--- src/rtl/del_meas_engine.sv ---
// -----------------------------------------------------------------------------
// del_meas_engine
//
// Multi-channel delay measurement engine. A run fires one pulse on the DAC
// channels selected by dac_sel, then counts cycles until each ADC channel's
// magnitude rises strictly above thresh. The fire/measure sequence repeats
// for num_reps+1 trials, with SETTLE_CYCLES zero-output cycles between trials.
// Per-channel latencies are summed, saturating, into result. A channel that
// is never detected within TIMEOUT cycles raises tmo_flags and pins its result
// at all ones for the rest of the run.
//
// Optional build macro: DEL_MEAS_MINMAX_EN adds lat_min / lat_max outputs that
// hold the per-channel minimum / maximum latency over non-timed-out trials.
//
// Ports:
//   clk, rst    clock, synchronous active-high reset
//   start       level trigger; a rising edge seen in IDLE starts a run
//   dac_sel     mask of DAC channels that carry the pulse
//   pulse_val   pulse amplitude
//   thresh      detection threshold (unsigned magnitude)
//   num_reps    number of trials minus one
//   dac_out     DAC samples, channel k at [k*NUM_BITS +: NUM_BITS]
//   dac_valid   per-DAC valid
//   adc_in      ADC samples, same packing as dac_out
//   adc_valid   per-ADC valid
//   adc_run     enables the ADC drivers while measuring
//   result      per-channel summed latency, channel i at [i*CNT_W +: CNT_W]
//   tmo_flags   per-channel timeout seen during the run
//   busy        run in progress
//   done        results valid (held until the next start edge)
//   lat_min/lat_max (DEL_MEAS_MINMAX_EN only) per-channel latency extremes
// -----------------------------------------------------------------------------
module del_meas_engine #(
    parameter int NUM_BITS      = 16,
    parameter int NUM_DAC       = 3,
    parameter int NUM_CH        = 2,
    parameter int CNT_W         = 16,
    parameter int TIMEOUT       = 255,
    parameter int REP_W         = 4,
    parameter int SETTLE_CYCLES = 64
) (
    input  logic                        clk,
    input  logic                        rst,
    input  logic                        start,
    input  logic [NUM_DAC-1:0]          dac_sel,
    input  logic [NUM_BITS-1:0]         pulse_val,
    input  logic [NUM_BITS-1:0]         thresh,
    input  logic [REP_W-1:0]            num_reps,
    output logic [NUM_DAC*NUM_BITS-1:0] dac_out,
    output logic [NUM_DAC-1:0]          dac_valid,
    input  logic [NUM_CH*NUM_BITS-1:0]  adc_in,
    input  logic [NUM_CH-1:0]           adc_valid,
    output logic                        adc_run,
    output logic [NUM_CH*CNT_W-1:0]     result,
    output logic [NUM_CH-1:0]           tmo_flags,
    output logic                        busy,
`ifdef DEL_MEAS_MINMAX_EN
    output logic [NUM_CH*CNT_W-1:0]     lat_min,
    output logic [NUM_CH*CNT_W-1:0]     lat_max,
`endif
    output logic                        done
);

    localparam int SET_W = (SETTLE_CYCLES > 1) ? $clog2(SETTLE_CYCLES) : 1;

    localparam logic [CNT_W-1:0]            CNT_ONES  = {CNT_W{1'b1}};
    localparam logic [CNT_W-1:0]            CNT_ZERO  = {CNT_W{1'b0}};
    localparam logic [NUM_DAC-1:0]          DAC_ALL   = {NUM_DAC{1'b1}};
    localparam logic [NUM_DAC*NUM_BITS-1:0] DAC_ZERO  = {(NUM_DAC*NUM_BITS){1'b0}};
    localparam logic [NUM_CH*CNT_W-1:0]     RES_ZERO  = {(NUM_CH*CNT_W){1'b0}};
    localparam logic [NUM_CH*CNT_W-1:0]     RES_ONES  = {(NUM_CH*CNT_W){1'b1}};

    typedef enum logic [2:0] {
        ST_IDLE   = 3'd0,
        ST_FIRE   = 3'd1,
        ST_MEAS   = 3'd2,
        ST_ACC    = 3'd3,
        ST_SETTLE = 3'd4,
        ST_DONE   = 3'd5
    } state_t;

    state_t                         state_r;
    logic                           start_prev_r;
    logic [CNT_W-1:0]               cnt_r;
    logic [NUM_CH-1:0]              det_r;
    logic [NUM_CH-1:0][CNT_W-1:0]   lat_r;
    logic [REP_W-1:0]               trial_r;
    logic [SET_W-1:0]               settle_r;

    logic [NUM_DAC*NUM_BITS-1:0]    fire_data_s;
    logic [NUM_CH-1:0]              hit_s;
    logic [NUM_CH-1:0]              det_next_s;

    // Two's-complement magnitude; the most-negative code has no positive
    // counterpart and saturates to the largest positive value.
    function automatic logic [NUM_BITS-1:0] abs_sat(input logic [NUM_BITS-1:0] x);
        logic [NUM_BITS-1:0] neg_min;
        neg_min = {1'b1, {(NUM_BITS-1){1'b0}}};
        if (x == neg_min) begin
            abs_sat = {1'b0, {(NUM_BITS-1){1'b1}}};
        end else if (x[NUM_BITS-1]) begin
            abs_sat = (~x) + NUM_BITS'(1'b1);
        end else begin
            abs_sat = x;
        end
    endfunction

    // Unsigned add that clamps to all ones instead of wrapping.
    function automatic logic [CNT_W-1:0] sat_add(input logic [CNT_W-1:0] a,
                                                 input logic [CNT_W-1:0] b);
        logic [CNT_W:0] sum;
        sum = {1'b0, a} + {1'b0, b};
        if (sum[CNT_W]) begin
            sat_add = CNT_ONES;
        end else begin
            sat_add = sum[CNT_W-1:0];
        end
    endfunction

    // Pulse pattern for the fire cycle and per-channel threshold crossings.
    always_comb begin
        fire_data_s = DAC_ZERO;
        hit_s       = {NUM_CH{1'b0}};
        for (int k = 0; k < NUM_DAC; k++) begin
            if (dac_sel[k]) begin
                fire_data_s[k*NUM_BITS +: NUM_BITS] = pulse_val;
            end else begin
                fire_data_s[k*NUM_BITS +: NUM_BITS] = {NUM_BITS{1'b0}};
            end
        end
        for (int i = 0; i < NUM_CH; i++) begin
            hit_s[i] = adc_valid[i] && !det_r[i] &&
                       (abs_sat(adc_in[i*NUM_BITS +: NUM_BITS]) > thresh);
        end
        det_next_s = det_r | hit_s;
    end

    // Sequencer with registered outputs; outputs are loaded on the edge that
    // enters each state so they line up with the state they belong to.
    always_ff @(posedge clk) begin
        if (rst) begin
            state_r      <= ST_IDLE;
            start_prev_r <= 1'b0;
            cnt_r        <= CNT_ZERO;
            det_r        <= {NUM_CH{1'b0}};
            lat_r        <= RES_ZERO;
            trial_r      <= {REP_W{1'b0}};
            settle_r     <= {SET_W{1'b0}};
            dac_out      <= DAC_ZERO;
            dac_valid    <= {NUM_DAC{1'b0}};
            adc_run      <= 1'b0;
            result       <= RES_ZERO;
            tmo_flags    <= {NUM_CH{1'b0}};
            busy         <= 1'b0;
            done         <= 1'b0;
`ifdef DEL_MEAS_MINMAX_EN
            lat_min      <= RES_ONES;
            lat_max      <= RES_ZERO;
`endif
        end else begin
            start_prev_r <= start;
            case (state_r)
                ST_IDLE: begin
                    if (start && !start_prev_r) begin
                        busy      <= 1'b1;
                        done      <= 1'b0;
                        result    <= RES_ZERO;
                        tmo_flags <= {NUM_CH{1'b0}};
                        trial_r   <= {REP_W{1'b0}};
                        dac_out   <= fire_data_s;
                        dac_valid <= DAC_ALL;
                        adc_run   <= 1'b1;
`ifdef DEL_MEAS_MINMAX_EN
                        lat_min   <= RES_ONES;
                        lat_max   <= RES_ZERO;
`endif
                        state_r   <= ST_FIRE;
                    end
                end

                ST_FIRE: begin
                    // The first measurement cycle reports a latency of 1.
                    cnt_r   <= CNT_W'(1'b1);
                    det_r   <= {NUM_CH{1'b0}};
                    dac_out <= DAC_ZERO;
                    state_r <= ST_MEAS;
                end

                ST_MEAS: begin
                    for (int i = 0; i < NUM_CH; i++) begin
                        if (hit_s[i]) begin
                            lat_r[i] <= cnt_r;
                        end
                    end
                    det_r <= det_next_s;
                    // Detection on the TIMEOUT cycle is folded into det_next_s
                    // first, so it wins over the timeout.
                    if (&det_next_s) begin
                        adc_run <= 1'b0;
                        state_r <= ST_ACC;
                    end else if (cnt_r == CNT_W'(TIMEOUT)) begin
                        for (int i = 0; i < NUM_CH; i++) begin
                            if (!det_next_s[i]) begin
                                lat_r[i] <= CNT_ZERO;
                            end
                        end
                        tmo_flags <= tmo_flags | ~det_next_s;
                        adc_run   <= 1'b0;
                        state_r   <= ST_ACC;
                    end else begin
                        cnt_r <= cnt_r + CNT_W'(1'b1);
                    end
                end

                ST_ACC: begin
                    for (int i = 0; i < NUM_CH; i++) begin
                        // A timeout anywhere in the run pins the channel.
                        if (tmo_flags[i]) begin
                            result[i*CNT_W +: CNT_W] <= CNT_ONES;
                        end else begin
                            result[i*CNT_W +: CNT_W] <= sat_add(result[i*CNT_W +: CNT_W], lat_r[i]);
                        end
`ifdef DEL_MEAS_MINMAX_EN
                        // Only trials where this channel actually detected count.
                        if (det_r[i]) begin
                            if (lat_r[i] < lat_min[i*CNT_W +: CNT_W]) begin
                                lat_min[i*CNT_W +: CNT_W] <= lat_r[i];
                            end
                            if (lat_r[i] > lat_max[i*CNT_W +: CNT_W]) begin
                                lat_max[i*CNT_W +: CNT_W] <= lat_r[i];
                            end
                        end
`endif
                    end
                    if (trial_r == num_reps) begin
                        done      <= 1'b1;
                        busy      <= 1'b0;
                        dac_out   <= DAC_ZERO;
                        dac_valid <= {NUM_DAC{1'b0}};
                        adc_run   <= 1'b0;
                        state_r   <= ST_DONE;
                    end else begin
                        trial_r  <= trial_r + REP_W'(1'b1);
                        settle_r <= {SET_W{1'b0}};
                        state_r  <= ST_SETTLE;
                    end
                end

                ST_SETTLE: begin
                    if (settle_r == SET_W'(SETTLE_CYCLES - 1)) begin
                        dac_out <= fire_data_s;
                        adc_run <= 1'b1;
                        state_r <= ST_FIRE;
                    end else begin
                        settle_r <= settle_r + SET_W'(1'b1);
                    end
                end

                ST_DONE: begin
                    // Waiting for start to drop prevents a held start from
                    // retriggering; results and done stay put.
                    if (!start) begin
                        state_r <= ST_IDLE;
                    end
                end

                default: begin
                    state_r   <= ST_IDLE;
                    dac_out   <= DAC_ZERO;
                    dac_valid <= {NUM_DAC{1'b0}};
                    adc_run   <= 1'b0;
                    busy      <= 1'b0;
                end
            endcase
        end
    end

endmodule

--- config.mk ---
export PLATFORM = sky130hd
export DESIGN_NAME = del_meas_engine
export DESIGN_NICKNAME = d
export VERILOG_FILES = /design/src/rtl/del_meas_engine.sv
export SDC_FILE = /design/constraint.sdc
export NUM_CORES = 1
export LEC_CHECK = 0
export CAP_MARGIN = 20
export CORE_ASPECT_RATIO = 0.8
export CORE_UTILIZATION = 36
export CTS_CLUSTER_SIZE = 14
export DETAILED_ROUTE_END_ITERATION = 10
export GPL_TIMING_DRIVEN = 0
export PLACE_DENSITY_LB_ADDON = 0.08
export SKIP_LAST_GASP = 1
export SYNTH_ARGS = -nofsm -noshare
export SYNTH_HDL_FRONTEND = slang
export SYNTH_SLANG_ARGS = --single-unit
--- constraint.sdc ---
create_clock -name clk -period 7.52 [get_ports clk]
set_clock_uncertainty 0.1 [all_clocks]
set_input_delay 0.752 -clock clk [delete_from_list [all_inputs] [get_ports clk]]
set_output_delay 0.752 -clock clk [all_outputs]
set_load 0.02 [all_outputs]
==> impl_metrics.ini <==
[detailed_routing]
dr_total_vias = 8647
post_drt_wl_per_cell_um = 16.5
ant_nets = 0
drt_iter0_markers = 510
vias_per_cell = 5.31
drc = 0
first_pass_iters = 5
totalWireLength_mm = 26.8

[sta]
min_period_over_period_pct = 64.3
fin_setup_tns_ps = 0
setup_slack_ps = 2680
final_hold_viol_count = 0
maxSlewHeadroom_pct = 47.5
min_period_ps = 4840
setup_viol = 0
worst_pin_slew_ps = 787
rsz0062_at_grt = no
slew_viol_final = 0
fmax_mhz = 207

[synth]
syn_area_mm2 = 0.00901
ys_seq_elements = 149
synth_enable_flop_cells = 0
yosysSeqAreaShare_pct = 33.1
synth-main-ff-cell = dfxtp_1
synth_top_area_cell = dfxtp_1
ys_warn_count = 0
synthArstFlopShare_pct = 0
synth_top_area_share_pct = 33.1
syn_inst = 1118
syn_nets = 1265
yosysUniqueCellTypes = 77
synth_area_per_cell_um2 = 8.06
synth.area.top_cells = dfxtp_1 (33%), ha_1 (9.6%), a21oi_1 (8.1%)

[floorplan]
fp.dieArea_mm2 = 0.0257
core-area_mm2 = 0.0244
die_w_um = 179
fp.dieH_um = 143
ios = 164
initial_core_util_pct = 36.9
rows = 51

[place]
dpl.cell_count = 1596
hpwlAfterDp_mm = 20.7
placement.io_buffers = 160
gp_congestion = 0.813
preCtsSetupSlack_ps = 2290

[clock_network]
clock_sinks = 149
postCtsResizedCells = 0
root_buffer = clkbuf_16
cts_tree = built
cts-hold-fix-buffers = 0
clk_pin_slew_worst_paths_ps = 70
clk-insertion-delay-late_ps = 440
clockBufferDepth = 2
htreeDepth = 4
cts_buffers = 17
post_cts_buffers = 0

[critical_path]
cp_data_arrival_time_ps = 5100
crit_required_ps = 7780
worst_setup_path_end_kind = flop
setup.worst_path.class = in2reg
crit_fanout = 10
critPathLaunchType = input port

[global_route]
antenna_found_initial = 0
grt_pass1_vias = 8002
grt_pass1_wl_mm = 43.0
gr-usage-all-layers_pct = 21.3
grt_max_degree = 17
grt_overflow = 0

[status]
status = completed

[min_path]
hp-class = reg2reg

[cells_and_area]
fin_nets = 1444
stdcell_count = 1628
area_delta_synth_final_pct = 28.7
final_layout_size_suffix_gt1_share_pct = 6.72
final_cell_mix = clkdlybuf4s50_1 (160), dfxtp_1 (149), nand2_1 (148)
final_common_cell = clkdlybuf4s50_1
num_antenna_cells = 0

[power]
p_leak_nw = 4.44
total_power_w = 0.00283
peakVddDrop_v = 0.000179
powerDensity_mw_per_mm2 = 244

[job]
maxCapViolCount = 0
-- sequential cells by signal (all words and copies together) (netlist names) --
register and count:
dac_out 48, state_r 3, start_prev_r 1, det_r 2, result 32, cnt_r 16
dac_valid 1, tmo_flags 2, lat_r 32, done 1, trial_r 4, adc_run 1
settle_r 6
-- cells by family after synthesis --
logic type / synth area share [%]
and+or+nand+nor: 22.7
AOI/OAI and AO/OA: 22.8
DFF: 33.1
buffers and inverters: 4.99
adders and majority gates: 10.0
xor gates and xnor gates: 5.25
muxes: 1.14
-- through the flow --
| stage | utilization [%] | hold WS (ps) | area, um^2 |
|---|---|---|---|
| after global placement | 45.0 | 339 | 11000 |
| after global routing | 47.4 | 366 | 11600 |
| after detailed placement | 45.0 | 343 | 11000 |
| final | 47.4 | 351 | 11600 |
| after CTS | 47.4 | 352 | 11600 |
| after floorplan | - | 344 | 9010 |
-- where the power goes --
part	internal, W	switching, W	total, W
clock network	0.000471	0.000397	0.000868
logic	0.000391	0.000639	0.00103
registers	0.000869	0.0000609	0.000930
-- path summary, 6_finish.rpt --
| path | from | end | slack [ps] | depth (start not counted) |
|---|---|---|---|---|
| worst max-delay path | adc_in[19] | lat_r[24] | 2680 | 17 |
| worst min-delay path | dac_out[31] | dac_out[31] | 350 | 2 |
| worst max register to register | result[0] | result[14] | 4520 | 11 |
| worst min register to register | dac_out[31] | dac_out[31] | 350 | 2 |
-- layout make-up --
cell class              instances  area [um^2]
inverters                      37          139
plain buffers                  68          310
repair buffers                160         1600
multi-input cells             864         5570
flip-flops and latches        149         2980
clock buffers                  17          425
clock inverters                15          159
well taps                     318          398
fillers                      2414        12800
-- worst max-delay path, stage by stage --
cell             delay [ps]
clkdlybuf4s50_1         480
nor4_1                  400
nand2_1                 120
or2_1                   260
or3_1                   420
or2_1                   290
buf_2                   190
nand2_1                  70
ha_1                    150
nand4_1                 180
a2111oi_1               590
o31a_1                  300
and2_1                  160
clkbuf_1                250
buf_2                   260
nand2_1                  90
a21oi_1                 130
-- metal layers --
| layer | routed length, um | track usage (%) | vias to the layer above |
|---|---|---|---|
| li1 | - | - | 4415 |
| met1 | 13700 | 30.8 | 4002 |
| met2 | 11600 | 32.7 | 201 |
| met3 | 1140 | 3.39 | 29 |
| met4 | 354 | 5.22 | 0 |
| met5 | 0 | 0 | - |
-- Yosys cell counts, types with 5 or more instances --
| library cell | count |
|---|---|
| nand4_1 | 19 |
| ha_1 | 69 |
| nor2_1 | 49 |
| clkbuf_1 | 45 |
| mux2i_1 | 8 |
| o21a_1 | 8 |
| inv_1 | 36 |
| xnor2_1 | 19 |
| a21oi_1 | 145 |
| o21ai_0 | 24 |
| dfxtp_1 | 149 |
| nor3_1 | 28 |
| and3_1 | 12 |
| buf_2 | 13 |
| a31oi_1 | 8 |
| o211ai_1 | 8 |
| o31ai_1 | 11 |
| nor4_1 | 6 |
| nand2_1 | 148 |
| a211oi_1 | 23 |
| xor2_1 | 35 |
| or2_2 | 5 |
| or3_1 | 15 |
| nand3_1 | 87 |
| nand2b_1 | 7 |
| nor2b_1 | 11 |
| a22o_1 | 16 |
| a211oi_2 | 10 |
| a21o_1 | 8 |
| and2_1 | 12 |
No activity file was read; power rests on OpenSTA's default activity.
